## src/rtl/mem_bus_ctrl_pkg.sv

```systemverilog
// Shared definitions for the load/store unit: funct3 codes, FSM states,
// default address map and size-mask helpers.
package mem_bus_ctrl_pkg;

  localparam logic [63:0] DM_BASE_DEF   = 64'h2000;
  localparam int          DM_ADDR_W_DEF = 13;

  localparam logic [2:0] F3_B   = 3'b000;
  localparam logic [2:0] F3_H   = 3'b001;
  localparam logic [2:0] F3_W   = 3'b010;
  localparam logic [2:0] F3_D   = 3'b011;
  localparam logic [2:0] F3_BU  = 3'b100;
  localparam logic [2:0] F3_HU  = 3'b101;
  localparam logic [2:0] F3_WU  = 3'b110;
  localparam logic [2:0] F3_BAD = 3'b111;

  typedef enum logic [2:0] {
    ST_IDLE   = 3'd0,
    ST_LOAD   = 3'd1,
    ST_WRITE  = 3'd2,
    ST_RMW_RD = 3'd3,
    ST_RMW_WR = 3'd4,
    ST_RESP   = 3'd5
  } state_t;

  // Low address bits that must be zero for a naturally aligned access.
  function automatic logic [2:0] align_mask(input logic [2:0] funct3);
    case (funct3[1:0])
      2'b00:   align_mask = 3'b000;
      2'b01:   align_mask = 3'b001;
      2'b10:   align_mask = 3'b011;
      default: align_mask = 3'b111;
    endcase
  endfunction

  // Byte-enable pattern of an access before it is shifted into its lane.
  function automatic logic [7:0] lane_mask(input logic [2:0] funct3);
    case (funct3[1:0])
      2'b00:   lane_mask = 8'h01;
      2'b01:   lane_mask = 8'h03;
      2'b10:   lane_mask = 8'h0F;
      default: lane_mask = 8'hFF;
    endcase
  endfunction

endpackage

```

## src/rtl/mem_bus_ctrl_if.sv

```systemverilog
// Request/response port between the datapath (master) and the load/store unit (slave).
interface mem_bus_ctrl_if;
  logic        req_valid;
  logic        req_ready;
  logic        req_we;
  logic [2:0]  req_funct3;
  logic [63:0] req_addr;
  logic [63:0] req_wdata;
  logic        rsp_valid;
  logic [63:0] rsp_rdata;
  logic        rsp_err;

  modport master (
    output req_valid, req_we, req_funct3, req_addr, req_wdata,
    input  req_ready, rsp_valid, rsp_rdata, rsp_err
  );

  modport slave (
    input  req_valid, req_we, req_funct3, req_addr, req_wdata,
    output req_ready, rsp_valid, rsp_rdata, rsp_err
  );
endinterface

```

## src/rtl/mem_bus_ctrl_lsu_align.sv

```systemverilog
// Combinational alignment helper: access alignment check, load lane extraction
// with sign/zero extension, and sub-doubleword store byte merge.
module mem_bus_ctrl_lsu_align
  import mem_bus_ctrl_pkg::*;
(
  input  logic [2:0]  chk_funct3,
  input  logic [2:0]  chk_addr_lo,
  output logic        misaligned,
  input  logic [2:0]  funct3,
  input  logic [2:0]  addr_lo,
  input  logic        is_im,
  input  logic [31:0] im_rdata,
  input  logic [63:0] dm_rdata,
  input  logic [63:0] wdata,
  output logic [63:0] load_data,
  output logic [63:0] merged
);

  logic [63:0] raw_s;
  logic [63:0] lane_s;
  logic [5:0]  shamt_s;
  logic        sext_s;
  logic [7:0]  wmask_s;
  logic [63:0] wdata_sh_s;

  assign misaligned = (chk_addr_lo & align_mask(chk_funct3)) != 3'b000;

  // Load path: an IM word is only four bytes wide, so addr[2] plays no part there
  always_comb begin
    raw_s     = dm_rdata;
    shamt_s   = {addr_lo, 3'b000};
    if (is_im) begin
      raw_s   = {32'h0000_0000, im_rdata};
      shamt_s = {1'b0, addr_lo[1:0], 3'b000};
    end else begin
      raw_s   = dm_rdata;
      shamt_s = {addr_lo, 3'b000};
    end
    lane_s = raw_s >> shamt_s;
    sext_s = ~funct3[2];
    case (funct3[1:0])
      2'b00:   load_data = {{56{sext_s & lane_s[7]}},  lane_s[7:0]};
      2'b01:   load_data = {{48{sext_s & lane_s[15]}}, lane_s[15:0]};
      2'b10:   load_data = {{32{sext_s & lane_s[31]}}, lane_s[31:0]};
      default: load_data = lane_s;
    endcase
  end

  // Store merge: replace the addressed bytes of the old doubleword with low wdata bytes
  always_comb begin
    merged     = dm_rdata;
    wmask_s    = lane_mask(funct3) << addr_lo;
    wdata_sh_s = wdata << {addr_lo, 3'b000};
    for (int i = 0; i < 8; i++) begin
      if (wmask_s[i]) begin
        merged[8*i +: 8] = wdata_sh_s[8*i +: 8];
      end else begin
        merged[8*i +: 8] = dm_rdata[8*i +: 8];
      end
    end
  end

endmodule

```

## src/rtl/mem_bus_ctrl.sv

```systemverilog
// Load/store unit: decodes IM/DM address space, sequences loads, stores and
// read-modify-write sub-doubleword stores, and reports illegal accesses.
module mem_bus_ctrl
  import mem_bus_ctrl_pkg::*;
#(
  parameter logic [63:0] DM_BASE   = DM_BASE_DEF,
  parameter int          DM_ADDR_W = DM_ADDR_W_DEF
) (
  input  logic                 clk,
  input  logic                 reset,
  mem_bus_ctrl_if.slave        bus,
  output logic [61:0]          im_addr,
  input  logic [31:0]          im_rdata,
  output logic [DM_ADDR_W-1:0] dm_addr,
  output logic                 dm_we,
  output logic [63:0]          dm_wdata,
  input  logic [63:0]          dm_rdata
);

  state_t                 state_r;
  state_t                 state_nxt_s;
  logic [2:0]             funct3_r;
  logic [63:0]            addr_r;
  logic [63:0]            wdata_r;
  logic                   is_im_r;
  logic [DM_ADDR_W-1:0]   dm_idx_r;
  logic [63:0]            dm_wdata_r;
  logic                   dm_we_r;
  logic                   req_ready_r;
  logic                   rsp_valid_r;
  logic [63:0]            rsp_rdata_r;
  logic                   rsp_err_r;
  logic [63:0]            req_off_s;
  logic                   req_im_s;
  logic                   req_err_s;
  logic                   misaligned_s;
  logic [63:0]            load_data_s;
  logic [63:0]            merged_s;

  assign req_im_s  = bus.req_addr < DM_BASE;
  assign req_off_s = bus.req_addr - DM_BASE;
  assign req_err_s = misaligned_s
                   | (bus.req_funct3 == F3_BAD)
                   | (bus.req_we & bus.req_funct3[2])
                   | (bus.req_we & req_im_s)
                   | ((bus.req_funct3 == F3_D) & req_im_s)
                   | (~req_im_s & (req_off_s >= (64'd1 << (DM_ADDR_W + 3))));

  mem_bus_ctrl_lsu_align u_align (
    .chk_funct3 (bus.req_funct3),
    .chk_addr_lo(bus.req_addr[2:0]),
    .misaligned (misaligned_s),
    .funct3     (funct3_r),
    .addr_lo    (addr_r[2:0]),
    .is_im      (is_im_r),
    .im_rdata   (im_rdata),
    .dm_rdata   (dm_rdata),
    .wdata      (wdata_r),
    .load_data  (load_data_s),
    .merged     (merged_s)
  );

  // State register
  always_ff @(posedge clk or posedge reset) begin
    if (reset) begin
      state_r <= ST_IDLE;
    end else begin
      state_r <= state_nxt_s;
    end
  end

  // Next-state decode; the store path is chosen at accept
  always_comb begin
    state_nxt_s = state_r;
    case (state_r)
      ST_IDLE: begin
        if (bus.req_valid) begin
          if (req_err_s) begin
            state_nxt_s = ST_RESP;
          end else if (!bus.req_we) begin
            state_nxt_s = ST_LOAD;
          end else if (bus.req_funct3 == F3_D) begin
            state_nxt_s = ST_WRITE;
          end else begin
            state_nxt_s = ST_RMW_RD;
          end
        end else begin
          state_nxt_s = ST_IDLE;
        end
      end
      ST_LOAD:   state_nxt_s = ST_RESP;
      ST_WRITE:  state_nxt_s = ST_RESP;
      ST_RMW_RD: state_nxt_s = ST_RMW_WR;
      ST_RMW_WR: state_nxt_s = ST_RESP;
      ST_RESP:   state_nxt_s = ST_IDLE;
      default:   state_nxt_s = ST_IDLE;
    endcase
  end

  // Request latches, merge register and response registers
  always_ff @(posedge clk or posedge reset) begin
    if (reset) begin
      funct3_r    <= 3'b000;
      addr_r      <= 64'd0;
      wdata_r     <= 64'd0;
      is_im_r     <= 1'b0;
      dm_idx_r    <= '0;
      dm_wdata_r  <= 64'd0;
      dm_we_r     <= 1'b0;
      req_ready_r <= 1'b1;
      rsp_valid_r <= 1'b0;
      rsp_rdata_r <= 64'd0;
      rsp_err_r   <= 1'b0;
    end else begin
      req_ready_r <= (state_nxt_s == ST_IDLE);
      rsp_valid_r <= (state_nxt_s == ST_RESP);
      dm_we_r     <= (state_nxt_s == ST_WRITE) || (state_nxt_s == ST_RMW_WR);
      case (state_r)
        ST_IDLE: begin
          if (bus.req_valid) begin
            funct3_r   <= bus.req_funct3;
            addr_r     <= bus.req_addr;
            wdata_r    <= bus.req_wdata;
            is_im_r    <= req_im_s;
            dm_idx_r   <= req_off_s[DM_ADDR_W+2:3];
            dm_wdata_r <= bus.req_wdata;
            if (req_err_s) begin
              rsp_rdata_r <= 64'd0;
              rsp_err_r   <= 1'b1;
            end
          end
        end
        ST_LOAD: begin
          rsp_rdata_r <= load_data_s;
          rsp_err_r   <= 1'b0;
        end
        ST_WRITE, ST_RMW_WR: begin
          rsp_rdata_r <= 64'd0;
          rsp_err_r   <= 1'b0;
        end
        ST_RMW_RD: dm_wdata_r <= merged_s;
        default: begin
          rsp_err_r <= rsp_err_r;
        end
      endcase
    end
  end

  assign bus.req_ready = req_ready_r;
  assign bus.rsp_valid = rsp_valid_r;
  assign bus.rsp_rdata = rsp_rdata_r;
  assign bus.rsp_err   = rsp_err_r;
  assign im_addr       = addr_r[63:2];
  assign dm_addr       = dm_idx_r;
  assign dm_we         = dm_we_r;
  assign dm_wdata      = dm_wdata_r;

endmodule

```

## src/flat_wrapper.sv

```systemverilog
// flat-port wrapper written by rule: the top's interface ports become plain ports
module mem_bus_ctrl_flat import mem_bus_ctrl_pkg::*;
#(
  parameter logic [63:0] DM_BASE   = DM_BASE_DEF,
  parameter int          DM_ADDR_W = DM_ADDR_W_DEF
)
  (clk, reset, im_addr, im_rdata, dm_addr, dm_we, dm_wdata, dm_rdata, bus_req_valid, bus_req_we, bus_req_funct3, bus_req_addr, bus_req_wdata, bus_req_ready, bus_rsp_valid, bus_rsp_rdata, bus_rsp_err);
  mem_bus_ctrl_if bus_i ();
  input  logic clk;
  input  logic reset;
  output logic [61:0] im_addr;
  input  logic [31:0] im_rdata;
  output logic [DM_ADDR_W-1:0] dm_addr;
  output logic dm_we;
  output logic [63:0] dm_wdata;
  input  logic [63:0] dm_rdata;
  input wire logic [$bits(bus_i.req_valid)-1:0] bus_req_valid;
  input wire logic [$bits(bus_i.req_we)-1:0] bus_req_we;
  input wire logic [$bits(bus_i.req_funct3)-1:0] bus_req_funct3;
  input wire logic [$bits(bus_i.req_addr)-1:0] bus_req_addr;
  input wire logic [$bits(bus_i.req_wdata)-1:0] bus_req_wdata;
  output wire logic [$bits(bus_i.req_ready)-1:0] bus_req_ready;
  output wire logic [$bits(bus_i.rsp_valid)-1:0] bus_rsp_valid;
  output wire logic [$bits(bus_i.rsp_rdata)-1:0] bus_rsp_rdata;
  output wire logic [$bits(bus_i.rsp_err)-1:0] bus_rsp_err;
  assign bus_i.req_valid = bus_req_valid;
  assign bus_i.req_we = bus_req_we;
  assign bus_i.req_funct3 = bus_req_funct3;
  assign bus_i.req_addr = bus_req_addr;
  assign bus_i.req_wdata = bus_req_wdata;
  assign bus_req_ready = bus_i.req_ready;
  assign bus_rsp_valid = bus_i.rsp_valid;
  assign bus_rsp_rdata = bus_i.rsp_rdata;
  assign bus_rsp_err = bus_i.rsp_err;
  mem_bus_ctrl #(.DM_BASE(DM_BASE), .DM_ADDR_W(DM_ADDR_W)) u_core (.clk(clk), .reset(reset), .bus(bus_i), .im_addr(im_addr), .im_rdata(im_rdata), .dm_addr(dm_addr), .dm_we(dm_we), .dm_wdata(dm_wdata), .dm_rdata(dm_rdata));
endmodule
```

## config.mk

```make
export PLATFORM = sky130hd
export DESIGN_NAME = mem_bus_ctrl_flat
export DESIGN_NICKNAME = d
export VERILOG_FILES = /design/src/rtl/mem_bus_ctrl_pkg.sv /design/src/rtl/mem_bus_ctrl_if.sv /design/src/rtl/mem_bus_ctrl_lsu_align.sv /design/src/rtl/mem_bus_ctrl.sv /design/src/flat_wrapper.sv
export SDC_FILE = /design/constraint.sdc
export NUM_CORES = 1
export LEC_CHECK = 0
export CORE_ASPECT_RATIO = 0.7
export CORE_MARGIN = 3
export CORE_UTILIZATION = 50
export CTS_CLUSTER_DIAMETER = 30
export CTS_CLUSTER_SIZE = 14
export DETAILED_ROUTE_END_ITERATION = 10
export GPL_TIMING_DRIVEN = 0
export PLACE_DENSITY_LB_ADDON = 0.05
export SLEW_MARGIN = 10
export SYNTH_ARGS = -nofsm -noshare
export SYNTH_HDL_FRONTEND = slang
export SYNTH_SLANG_ARGS = --single-unit
export TNS_END_PERCENT = 1
```

## constraint.sdc

```tcl
create_clock -name clk -period 21.9 [get_ports clk]
set_clock_uncertainty 0.15 [all_clocks]
set_input_delay 4.38 -clock clk [delete_from_list [all_inputs] [get_ports clk]]
set_output_delay 4.38 -clock clk [all_outputs]
set_load 0.01 [all_outputs]
```

# After elaboration in Yosys (flattened, before gate mapping)
# Cells that the tools add are included.
[totals]
elab_cells = 89
ff_bits = 280
[classes]
n_addsub = 1
order_cmp = 2
bitwise = 15
muxes = 26
eq_ne = 15
reduce_logical = 15
n_shift = 3
[ops]
columns = ["op", "n"]
rows = [
  ["64-bit one-hot mux with 3 select lines", 2],
  ["64-bit 2-to-1 mux", 4],
  ["64-bit one-hot mux with 2 select lines", 1],
  ["64-bit by 17-bit greater-or-equal comparator with 1-bit output (second input constant)", 1],
  ["64-bit by 14-bit < comparator with 1-bit output (second input constant)", 1],
  ["8-bit 2-to-1 mux", 8],
  ["64-bit by 6-bit left shift with 64-bit output", 1],
  ["64-bit by 6-bit >> shifter with 64-bit output", 1],
  ["64-bit by 14-bit subtractor with 64-bit output (second input constant)", 1],
  ["8-bit one-hot mux with 3 select lines", 1],
  ["3-bit one-hot mux with 3 select lines", 2],
  ["3-bit by 2-bit == test with 1-bit output (second input constant)", 4],
  ["3-bit == test (second input constant)", 4],
  ["3-bit 2-to-1 mux", 3],
  ["8-bit by 3-bit left shift with 8-bit output", 1],
  ["1-bit bitwise AND", 7],
  ["3-bit zero test", 2],
  ["6-bit 2-to-1 mux", 1],
  ["3-bit AND reduction", 2],
  ["3-bit nonzero test", 2],
  ["1-bit bitwise OR", 5],
  ["2-bit by 1-bit == test with 1-bit output (second input constant)", 2],
  ["2-bit == test (second input constant)", 2],
  ["2-bit zero test", 2],
  ["12 further kinds", 17],
]

# Depth between registers and ports, before layout
# Gate-level depths: netlist of run 1.
[depth]
ltp_word = 14
depth_mapped = 14
ltp_nobuf = 11

# Modules after synthesis
# A second synthesis of run 1 with hierarchy kept.
[unflattened]
hier_cells = 1971
hier_area_um2 = 17047.6
[by_module_without_submodules]
columns = ["module", "instances", "seq_area_each_um2", "area_each_um2", "cells_per_inst"]
rows = [
  ["mem_bus_ctrl", 1, 6757.7, 11513.5, 1209],
  ["mem_bus_ctrl_lsu_align", 1, 0.0, 5534.1, 762],
]

# Worst setup path before layout of run 1
# Ideal clock, no wire load.
[synth_timing]
path_kind = "input -> register"
startpoint = "input port bus_req_addr[35]"
endpoint = "register u_core.rsp_rdata_r[10] (netlist: u_core.bus.rsp_rdata[10])"
setup_slack_ps = 14395
n_path_buf = 2
stages = 11
t_arrival_ps = 7274
path_cell_list = "or4_4 or4b_4 or3_1 or4b_1 a211oi_2 nand4_1 o21bai_1 a21oi_1 buf_6 buf_6 o22ai_2"
[synth_between]
elab_chain_cells = 7
[synth_rtl]
columns = ["element", "line_no", "source"]
rows = [
  ["from (decl)", "flat_wrapper.sv:20", "input wire logic [$bits(bus_i.req_addr)-1:0] bus_req_addr;"],
  ["branches (longest 4 deep; another with 64-bit by 14-bit subtractor with 64-bit output)", "--", ""],
  ["1-bit bitwise OR *", "mem_bus_ctrl.sv:47", "| (~req_im_s & (req_off_s >= (64'd1 << (DM_ADDR_W + 3))));"],
  ["2-bit by 1-bit != test with 1-bit output (no line) *", "--", ""],
  ["3-bit AND reduction (no line) *", "--", ""],
  ["to (signal assigned)", "mem_bus_ctrl.sv:134", "rsp_rdata_r <= load_data_s;"],
  ["to (decl)", "mem_bus_ctrl.sv:31", "logic [63:0] rsp_rdata_r;"],
]
# Every way passes the cells marked *.
# A chain may end at the register's enable or synchronous reset.

# Final worst setup path of run 1
[layout_timing]
startpoint = "input port bus_req_addr[27]"
endpoint = "register u_core.rsp_rdata_r[37] (netlist: u_core.bus.rsp_rdata[37])"
# The elaborated chain is that of the path after synthesis.

==> reports/results.ini, run 1 <==
[route]
vias=19000
drt-total-wl_mm=82.1
avgRoutedWirePerCell_um=28.0
detail-route-antenna-nets=0
dr.first_iter.drc_count=3022
vias_per_cell=6.46
post-route-drc-count=0
dr.pass1.iters=6

[clock_tree]
cts_inserted_buffers=47
clkLatencyLatePin_ns=0.57
clkSinkCount=270
postCtsSetupBuffers=0
tritoncts=done
ctsResizeCount=0
path_clk_slew_ns=0.05
cts_buffer_depth=3
hold_buffers=0
htree_num_levels=2
cts_root_buffer=clkbuf_16

[status]
status=completed

[yosys]
synth_top_area_share_pct=40.8
async_reset_ff_share_pct=100
yosys-top-cells-area=dfrtp_1 41%, nand2_1 13%, mux2i_1 6.1%
netlist_area_um2=16500
synthTopCellsByCount=586 x nand2_1, 269 x dfrtp_1, 155 x a21oi_1
synth_ff_type=dfrtp_1
ys_seq_elements=270
synth_edf_count=0
ys_warn_count=0
synth.most_common_cell=nand2_1
synth.yosys.seq_area_share_pct=40.9
synth_nets=2214
avgSynthCellArea_um2=8.33
synth.largest_area_cell=dfrtp_1
synth.distinct_cells=63
synth_cells=1982

[cells_and_area]
fillers=2337
multi_input_area_um2=8580
regArea_um2=6760
drive_gt1_share_pct=11.7
area_growth_pct=40.6
nets=2701
fin_util_pct=71.7
diodes=0

[critical_path]
worstReg2RegStart=u_core.is_im_r$_DFFE_PP0P_
reg2reg_slack_ns=17.15
critical-path-slowest-cell=nor4_1
critPathMostFrequentCell=buf_6
r2r_cells=10
crit_path_max_incr_delay_ns=0.58
crit_chain=clkdlybuf4s50_1 -> nor4_1 -> nor4b_2 -> nand4_1 -> nand3b_1 -> nor3_1 -> a311oi_1 -> o22a_1 -> a21oi_1 -> buf_6 -> buf_6 -> o22ai_2
rr_endpoint=u_core.bus.rsp_rdata[37]$_DFFE_PP0P_
critPathMaxFanout=10
end_kind=flop
critPathArrivalTime_ns=8.73
cp-start-kind=primary input
crit_type=in2reg
crit_required_ns=22.16

[global_routing]
antenna_found_initial=2
grt_pass1_vias=18200
grt_pass1_wl_mm=118
grt_usage_pct=45.0
grt_max_degree=113
gr-total-overflow=0

[timing]
rsz0062_at_grt=false
finalCriticalPeriod_ns=8.47
setup-tns-final_ns=0
timing.final.crit_share_pct=38.7
maxSlewViolCount=0
finalHoldViolations=0
worst_slack_ns=13.43
setup_viol=0
whs_ns=0.326
max_clock_freq_ghz=0.118
maxSlewHeadroom_pct=26.1
worst_slew_pin_slew_ns=1.10

[placed_design]
pre_cts_slack_ns=12.89
dp_hpwl_mm=63.5
globalplace.congestion=1.08
numPortBuffers=436

[floorplanning]
start_util_pct=51.0
chipWidth_um=223
rows=55
chipHeight_um=158
core_um2=32400
num_io_pins=438
die_area_um2=35300

[hold_path]
whs_path_depth=2
hp-start=u_core.addr_r[37]$_DFFE_PP0P_
hold_end=u_core.addr_r[37]$_DFFE_PP0P_
hold_path.class=reg2reg

[power_and_ir_drop]
p_leak_nw=10.0
p_per_area_nw_per_um2=164
peakVddDrop_uv=118
power_mw=3.80

[flow_run]
maxCapViolations=0

[placed cells by master (no fill, tap or decap), types with 5 or more instances in the layout]
cell,n
clkbuf_1,128
mux4_2,21
nor2_1,141
and4_1,5
nand4_1,6
mux2_2,35
clkinvlp_4,5
bufinv_16,7
nor3_1,20
nor2b_1,14
nand2_1,586
buf_1,14
mux2i_1,100
inv_1,13
dfrtp_1,269
inv_6,9
a21oi_1,155
nand2b_1,7
or2_2,8
a31oi_1,44
a22oi_1,10
o22ai_1,29
a211oi_1,37
o211ai_1,23
a22o_1,8
o22ai_2,50
clkbuf_16,48
nor4_1,10
buf_4,72
and3_1,16
o21ai_0,73
or4_1,5
clkdlybuf4s50_1,436
nand3_1,11
or3_1,6
clkinv_4,9
buf_6,6
[worst max-delay path by stage]
stage                      from                                    to  slack (ns)  cells past startpoint
5_1_grt        bus_req_addr[27]  u_core.bus.rsp_rdata[37]$_DFFE_PP0P_       13.29                     12
4_1_cts        bus_req_addr[15]  u_core.bus.rsp_rdata[14]$_DFFE_PP0P_       13.41                     12
3_5_place_dp   bus_req_addr[15]  u_core.bus.rsp_rdata[23]$_DFFE_PP0P_       12.89                     12
3_3_place_gp              reset   u_core.bus.rsp_rdata[2]$_DFFE_PP0P_        7.02                      2
6_report       bus_req_addr[27]  u_core.bus.rsp_rdata[37]$_DFFE_PP0P_       13.43                     12
2_1_floorplan             reset          u_core.addr_r[0]$_DFFE_PP0P_        9.93                      1
[registers in the layout (all words and copies together) (netlist names)]
signal                flops
u_core.addr_r            54
u_core.bus.req_ready      1
u_core.bus.rsp_rdata     64
u_core.is_im_r            1
u_core.bus.rsp_err        1
u_core.bus.rsp_valid      1
u_core.funct3_r           3
u_core.dm_addr           13
u_core.state_r            3
u_core.dm_we              1
u_core.dm_wdata          64
u_core.wdata_r           64
[final cells by class]
cell class,instances,share of cell area (%)
plain buffers,221,4.93
clock inverters,37,2.15
flip-flops and latches,270,29.1
repair buffers,438,19.0
inverters,14,0.259
multi-input cells,1477,36.9
well taps,427,2.30
clock buffers,50,5.29
[report_power, final]
part	switching [mW]	internal, mW
combinational	1.20	0.849
clock	0.304	0.503
sequential	0.220	0.719
total	1.73	2.07
[worst max-delay path, delay by kind of cell]
family,cells,cell delay (ns)
AOI/OAI and AO/OA,4,0.87
buffers and inverters,3,1.05
and+or+nand+nor,5,2.42
[per-stage QoR]
stage	cells	instance area, µm²
floorplan	1982	16500
CTS	2934	23200
global placement	2845	21400
detailed placement	2847	21500
global route	2934	23200
finish	2934	23200
[layer usage]
metal	share of wire, %	vias to the layer above	global-route usage, %
met3	16	268	18.6
li1	-	7824	-
met5	0.035	-	0
met1	40	9118	63.7
met4	3.9	4	13.9
met2	40	1748	62.9
[logic make-up (layout without fill, tap and decap cells)]
| kind of cell | Yosys count | after routing | share of synthesized area [%] |
|---|---|---|---|
| xor gates and xnor gates | 8 | 8 | 0.424 |
| muxes | 156 | 156 | 11.3 |
| and+or+nand+nor | 854 | 854 | 21.4 |
| buffers and inverters | 235 | 760 | 7.26 |
| DFF | 270 | 270 | 40.9 |
| adders and majority gates | 1 | 1 | 0.0757 |
| AOI/OAI and AO/OA | 458 | 458 | 18.6 |
Note: power is estimated with default switching activity, not from simulation.
==> run 2, diff against run 1 <==
--- a/config.mk
+++ b/config.mk
@@ -7,7 +7,7 @@
 export LEC_CHECK = 0
 export CORE_ASPECT_RATIO = 0.7
 export CORE_MARGIN = 3
-export CORE_UTILIZATION = 50
+export CORE_UTILIZATION = 45
 export CTS_CLUSTER_DIAMETER = 30
 export CTS_CLUSTER_SIZE = 14
 export DETAILED_ROUTE_END_ITERATION = 10
==> constraint.sdc (replaced) <==
create_clock -name clk -period 7 [get_ports clk]
set_clock_uncertainty 0.15 [all_clocks]
set_input_delay 1.4 -clock clk [delete_from_list [all_inputs] [get_ports clk]]
set_output_delay 1.4 -clock clk [all_outputs]
set_load 0.01 [all_outputs]
==> reports/results.ini, run 2 (synthesis results as in run 1) <==
[status]
status=completed

[global_routing]
antenna_found_initial=3  ; +1
grt_pass1_vias=17500  ; -3.5%
gr-total-overflow=0  ; unchanged
grt_max_degree=39  ; -65%
grt_usage_pct=40.5  ; -4.5 points
grt_pass1_wl_mm=119  ; +0.62%

[placed_design]
placed_area_um2=21600  ; +0.72%
post-place-cells=2906  ; +2.1%
dp_hpwl_mm=64.8  ; +2.1%
globalplace.congestion=1.05  ; -2.7%
numPortBuffers=436  ; unchanged

[clock_tree]
cts_inserted_buffers=48  ; +2.1%
hold_buffers=0  ; unchanged
path_clk_slew_ns=0.06  ; about the same
postCtsSetupBuffers=0  ; unchanged
clkLatencyLatePin_ns=0.58  ; about the same
cts_root_buffer=clkbuf_16
tritoncts=done
htree_num_levels=2  ; unchanged
cts_buffer_depth=3  ; unchanged
clkSinkCount=270  ; unchanged
ctsResizeCount=0  ; unchanged

[floorplanning]
rows=58  ; +5.5%
chipHeight_um=166  ; +5.2%
num_io_pins=438  ; unchanged
die_area_um2=39100  ; +11%
core_um2=36100  ; +11%
start_util_pct=45.8  ; -5.2 points
chipWidth_um=235  ; +5.3%

[critical_path]
reg2reg_slack_ns=2.12  ; -15.03 ns
crit_required_ns=7.33  ; -14.83 ns
crit_chain=clkdlybuf4s50_1 -> inv_1 -> ha_1 -> clkbuf_1 -> inv_1 -> or3_1 -> o41a_1 -> a2111oi_0 -> and4_1 -> nand4_1 -> o21bai_1 -> a21oi_1 -> buf_6 -> buf_6 -> o22ai_2
crit_type=in2reg
crit_path_max_incr_delay_ns=0.98  ; +0.40 ns
critPathMaxFanout=10  ; unchanged
critical-path-slowest-cell=a2111oi_0
end_kind=flop
critPathArrivalTime_ns=5.87  ; -2.86 ns
path_delay_family=compound AO/OA/AOI/OAI gates
cp_num_buf_inv=6  ; +3
cp-start-kind=primary input

[power_and_ir_drop]
p_leak_nw=10.0  ; +0.35%
p_clk_share_pct=21.0  ; -0.2 points
combPwrFrac_pct=54.1  ; about the same
peakVddDrop_uv=336  ; +180%
p_sw_share_pct=44.9  ; -0.52 points
seq_power_share_pct=25.0  ; +0.3 points
power.switching_mw=5.28  ; +210%
p_int_mw=6.46  ; +210%
p_per_area_nw_per_um2=503  ; +210%

[flow_run]
maxCapViolations=0  ; unchanged

[route]
post-route-drc-count=0  ; unchanged
vias=18600  ; -2.0%
dr.pass1.iters=8  ; +2
dr.first_iter.drc_count=2782  ; -7.9%
drt-total-wl_mm=82.0  ; about the same
detail-route-antenna-nets=0  ; unchanged
avgRoutedWirePerCell_um=27.4  ; -2.2%
vias_per_cell=6.20  ; -4.0%

[timing]
finalCriticalPeriod_ns=5.54
max_clock_freq_ghz=0.181
setup_viol=0  ; unchanged
maxSlewHeadroom_pct=19.8  ; -6.3 points
worst_slew_pin_slew_ns=1.17  ; +0.0721 ns
maxSlewViolCount=0  ; unchanged
finalHoldViolations=0  ; unchanged
timing.final.crit_share_pct=79.1
whs_ns=0.325  ; -0.00115 ns
setup-tns-final_ns=0  ; unchanged
rsz0062_at_grt=false

[cells_and_area]
mostFrequentLayoutCells=586 x nand2_1, 436 x clkdlybuf4s50_1, 269 x dfrtp_1, 155 x a21oi_1, 141 x nor2_1
fin_area_um2=23400  ; +0.55%
fin_util_pct=64.8  ; -6.9 points
area_growth_pct=41.4
nets=2708  ; +0.26%
layout_commonest_cell=nand2_1
drive_gt1_share_pct=11.8  ; +0.077 points
final_cells=2997  ; +2.1%

[hold_path]
hold_path.class=reg2reg

[run 2: changes by cell type in the layout (fill, tap and decap cells not counted), sizes merged]
| cell | before | now |
|---|---|---|
| diode | 0 | 1 |
| clkinvlp | 5 | 4 |
| clkinv | 12 | 10 |
| buf | 95 | 101 |
| clkbuf | 178 | 189 |
| inv | 27 | 24 |
| bufinv | 7 | 5 |
[run 2: through the flow]
stage,setup WS (ns),power (mW)
6_report,1.46,11.7
5_1_grt,1.38,12.2
4_1_cts,1.39,11.5
3_5_place_dp,0.826,8.97
3_3_place_gp,0.0272,8.87
2_1_floorplan,1.88,6.12
[run 2: power by group through the flow]
stage | clock (mW) | combinational [mW] | sequential, mW
floorplan | 0 | 3.34 | 2.78
global placement | 0 | 6.01 | 2.86
detailed placement | 0 | 6.10 | 2.87
CTS | 2.47 | 6.16 | 2.87
global route | 2.55 | 6.69 | 2.97
finish | 2.46 | 6.35 | 2.93
[run 2: worst paths after layout]
path	to	cells after the start	from
setup / recovery	u_core.bus.rsp_rdata[12]$_DFFE_PP0P_	15	bus_req_addr[13]
hold / removal	u_core.addr_r[44]$_DFFE_PP0P_	2	u_core.addr_r[44]$_DFFE_PP0P_
min in group asynchronous	u_core.dm_addr[2]$_DFFE_PP0P_	2	reset
max in group asynchronous	u_core.bus.rsp_rdata[1]$_DFFE_PP0P_	5	reset
hold reg to reg	u_core.addr_r[44]$_DFFE_PP0P_	2	u_core.addr_r[44]$_DFFE_PP0P_
setup reg to reg	u_core.bus.rsp_rdata[5]$_DFFE_PP0P_	10	u_core.is_im_r$_DFFE_PP0P_
[run 2: worst register-to-register path, stage by stage, from the launching register on]
cell      delay (ns)
dfrtp_1         0.38
clkbuf_1        0.42
buf_1           0.63
clkbuf_1        0.61
clkbuf_1        0.69
clkbuf_1        0.61
nor2_1          0.29
nand2_1         0.14
o21ai_0         0.23
o21ai_0         0.46
o22ai_2         0.12
[run 2: layout make-up]
cell class                 instances  area, µm²
buffer                           221       1150
clock buffer                      61       1320
multi-input combinational       1477       8580
fill                            2974      12700
inverter                          14       56.3
tap                              480        601
clock inverter                    29        379
sequential                       270       6760
antenna                            1       2.50
timing repair buffer             444       4510
[run 2: per-layer routing]
metal,share of wire (%),GRT usage [%]
met1,44,61.4
met3,14,14.5
met5,0.021,0
met2,39,54.3
met4,2.8,10.5
==> edit: new RTL, settings of run 2 <==
Reset style: synchronous (`reset`), changed in 2 clocked blocks.
--- a/src/rtl/mem_bus_ctrl.sv
+++ b/src/rtl/mem_bus_ctrl.sv
@@ -61,7 +61,7 @@
   );
 
   // State register
-  always_ff @(posedge clk or posedge reset) begin
+  always_ff @(posedge clk) begin
     if (reset) begin
       state_r <= ST_IDLE;
     end else begin
@@ -98,7 +98,7 @@
   end
 
   // Request latches, merge register and response registers
-  always_ff @(posedge clk or posedge reset) begin
+  always_ff @(posedge clk) begin
     if (reset) begin
       funct3_r    <= 3'b000;
       addr_r      <= 64'd0;
Behaviour: differs if reset is asserted again (counterexample within 4 cycles, from zero or initial values and one cycle with reset high); with reset held inactive, the same outputs for 4 cycles.
==> edit against run 2 <==
  * Design area fell by 5.9%
  * Routed wire length is 0.36% lower
  * Register-to-register slack got worse by 0.26 ns
  * Setup slack worse by 0.60 ns
  * Sequential share of layout area down 4.3 points
  * Maximum frequency decreased by 9.7%
  * Sequential cell count did not move
  * Non-clock buffer count up 15
  * Area after synthesis fell by 6.8%
  * Critical path type unchanged
  * Largest cell class unchanged
  * Highest routed layer unchanged
Power is not compared: it rests on default switching activity, and its combinational part moved more than twofold at a synthesized area within 25%.
==> edit: results (changes against run 2) <==
stage	metric	value	unit	change
outcome	status	complete, no violations		unchanged
final_layout	layout cells sized above 1	10.4	%	was 11.8%
global_routing	GR Util All Layers	43.1	%	was 40.5%
yosys	synth cell count leaders	nand2_1 (441), dfxtp_1 (270), a21oi_1 (259), clkbuf_1 (151), nor2_1 (89)		was nand2_1 (586), dfrtp_1 (269), a21oi_1 (155), nor2_1 (141), clkbuf_1 (128)
yosys	async set or reset register ratio after synthesis	0	%	was 100%
yosys	top_reg_cell synth	dfxtp_1		was dfrtp_1
yosys	Syn Nets	2180		was 2214
critical_path	crit path DAT	6.39	ns	was 5.87 ns
placement	placed wire-length estimate	65300	µm	was 64800 µm
clock_network	cts bufs inserted	47		was 48
detailed_routing	initial DRC count	3013		was 2782
yosys	post-synthesis cell type count	67		was 63
hold_path	worst min-delay path category	register to register		unchanged
clock_network	H-tree depth	2		unchanged
critical_path	worst-case reg-to-reg path depth	10		unchanged
critical_path	Crit path largest cell delay	1.12	ns	was 0.98 ns
global_routing	first-pass GRT wire length	117000	µm	was 119000 µm
critical_path	crit path launch	bus_req_addr[20]		was bus_req_addr[13]
hold_path	Hold Crit Start	u_core.addr_r[41]		was u_core.addr_r[44]
final_layout	fillers	2680		was 2974
global_routing	antenna violations before repair	5		was 3
yosys	sequential cell area fraction in the yosys report	35.1	%	was 40.9%
detailed_routing	Via Count	18615		was 18590
critical_path	RR Startpoint	u_core.addr_r[0]		was u_core.is_im_r
detailed_routing	WL per Instance	28.2	µm	was 27.4 µm
yosys	synth top area cells	dfxtp_1 (35%), nand2_1 (11%), a21oi_1 (8.4%), mux4_2 (7.2%), mux2i_1 (4.8%)		was dfrtp_1 (41%), nand2_1 (13%), mux2i_1 (6.1%), a21oi_1 (4.7%), o22ai_2 (3.8%)
power_and_ir_drop	worst-case vdd ir drop	0.187	mV	
global_routing	vias in the first global route	17667		was 17542
placement	routability-driven placement congestion ratio	1.09		was 1.05
global_routing	largest net degree at the start of global routing	15		was 39
critical_path	Slowest-stage cell, CP	nor4_1		was a2111oi_0
==> edit: cell types whose count changed after synthesis, moves of 28 or more <==
cell | run 2 | this run
nand2_1 | 586 | 441
mux4_2 | 21 | 49
nor2_1 | 141 | 89
dfrtp_1 | 269 | 0
a21oi_1 | 155 | 259
o22ai_2 | 50 | 0
dfxtp_1 | 0 | 270
==> edit: layout make-up <==
type | count | area (µm²) | share of cell area, %
diodes | 1 | 2.50 | 0.0114
plain buffers | 244 | 1210 | 5.51
clock buffers | 56 | 1290 | 5.87
clock inverters | 32 | 388 | 1.76
inverters | 20 | 75.1 | 0.342
multi-input cells | 1414 | 8710 | 39.6
flip-flops and latches | 270 | 5410 | 24.6
well taps | 427 | 534 | 2.43
repair buffers | 436 | 4360 | 19.9
==> edit: critical path: cells and delay by family <==
family / cells / cell delay, ns
buffers and inverters: 2 / 0.99
AOI/OAI and AO/OA: 3 / 1.44
and+or+nand+nor: 5 / 2.56
==> edit: through the flow <==
step / cells / setup slack, ns / utilization [%] / hold WS, ns / cell area, µm²
global placement: 2811 / 0.750 / 61.5 / 0.292 / 20300
floorplan: 1948 / 2.53 / - / 0.283 / 15400
finish: 2900 / 0.867 / 66.7 / 0.306 / 22000
global route: 2899 / 0.804 / 66.7 / 0.324 / 22000
detailed placement: 2811 / 0.708 / 61.6 / 0.298 / 20300
CTS: 2899 / 1.14 / 66.7 / 0.305 / 22000
==> edit: worst paths after layout <==
check	to	slack, ns
hold / removal	u_core.addr_r[41]	0.31
hold reg to reg	u_core.addr_r[41]	0.31
setup / recovery	u_core.bus.rsp_rdata[31]	0.87
setup reg to reg	u_core.dm_wdata[48]	1.86
==> edit: cell families (layout without fill, tap and decap cells) <==
family	count (synthesis)	in the layout	share of synthesized area, %
simple gates	709	709	20.5
compound gates	549	549	21.8
flops	270	270	35.1
buf+inv	264	788	8.36
mux	143	143	13.4
xor+xnor	12	12	0.683
fa+ha+maj	1	1	0.0813
other cells	0	1	0
==> edit: power breakdown <==
part           switching [µW]  internal, µW
Sequential                125          1680
Combinational             870           614
Clock                     928          1480
Total                    1920          3770
==> edit: routing by layer <==
metal  GRT usage [%]  vias up  part of all wire, %
met4            12.4        4                  3.2
met3            14.1      186                   15
li1                -     7926                    -
met2            62.2     1551                   42
met5               0        -                0.055
met1            61.4     8948                   40
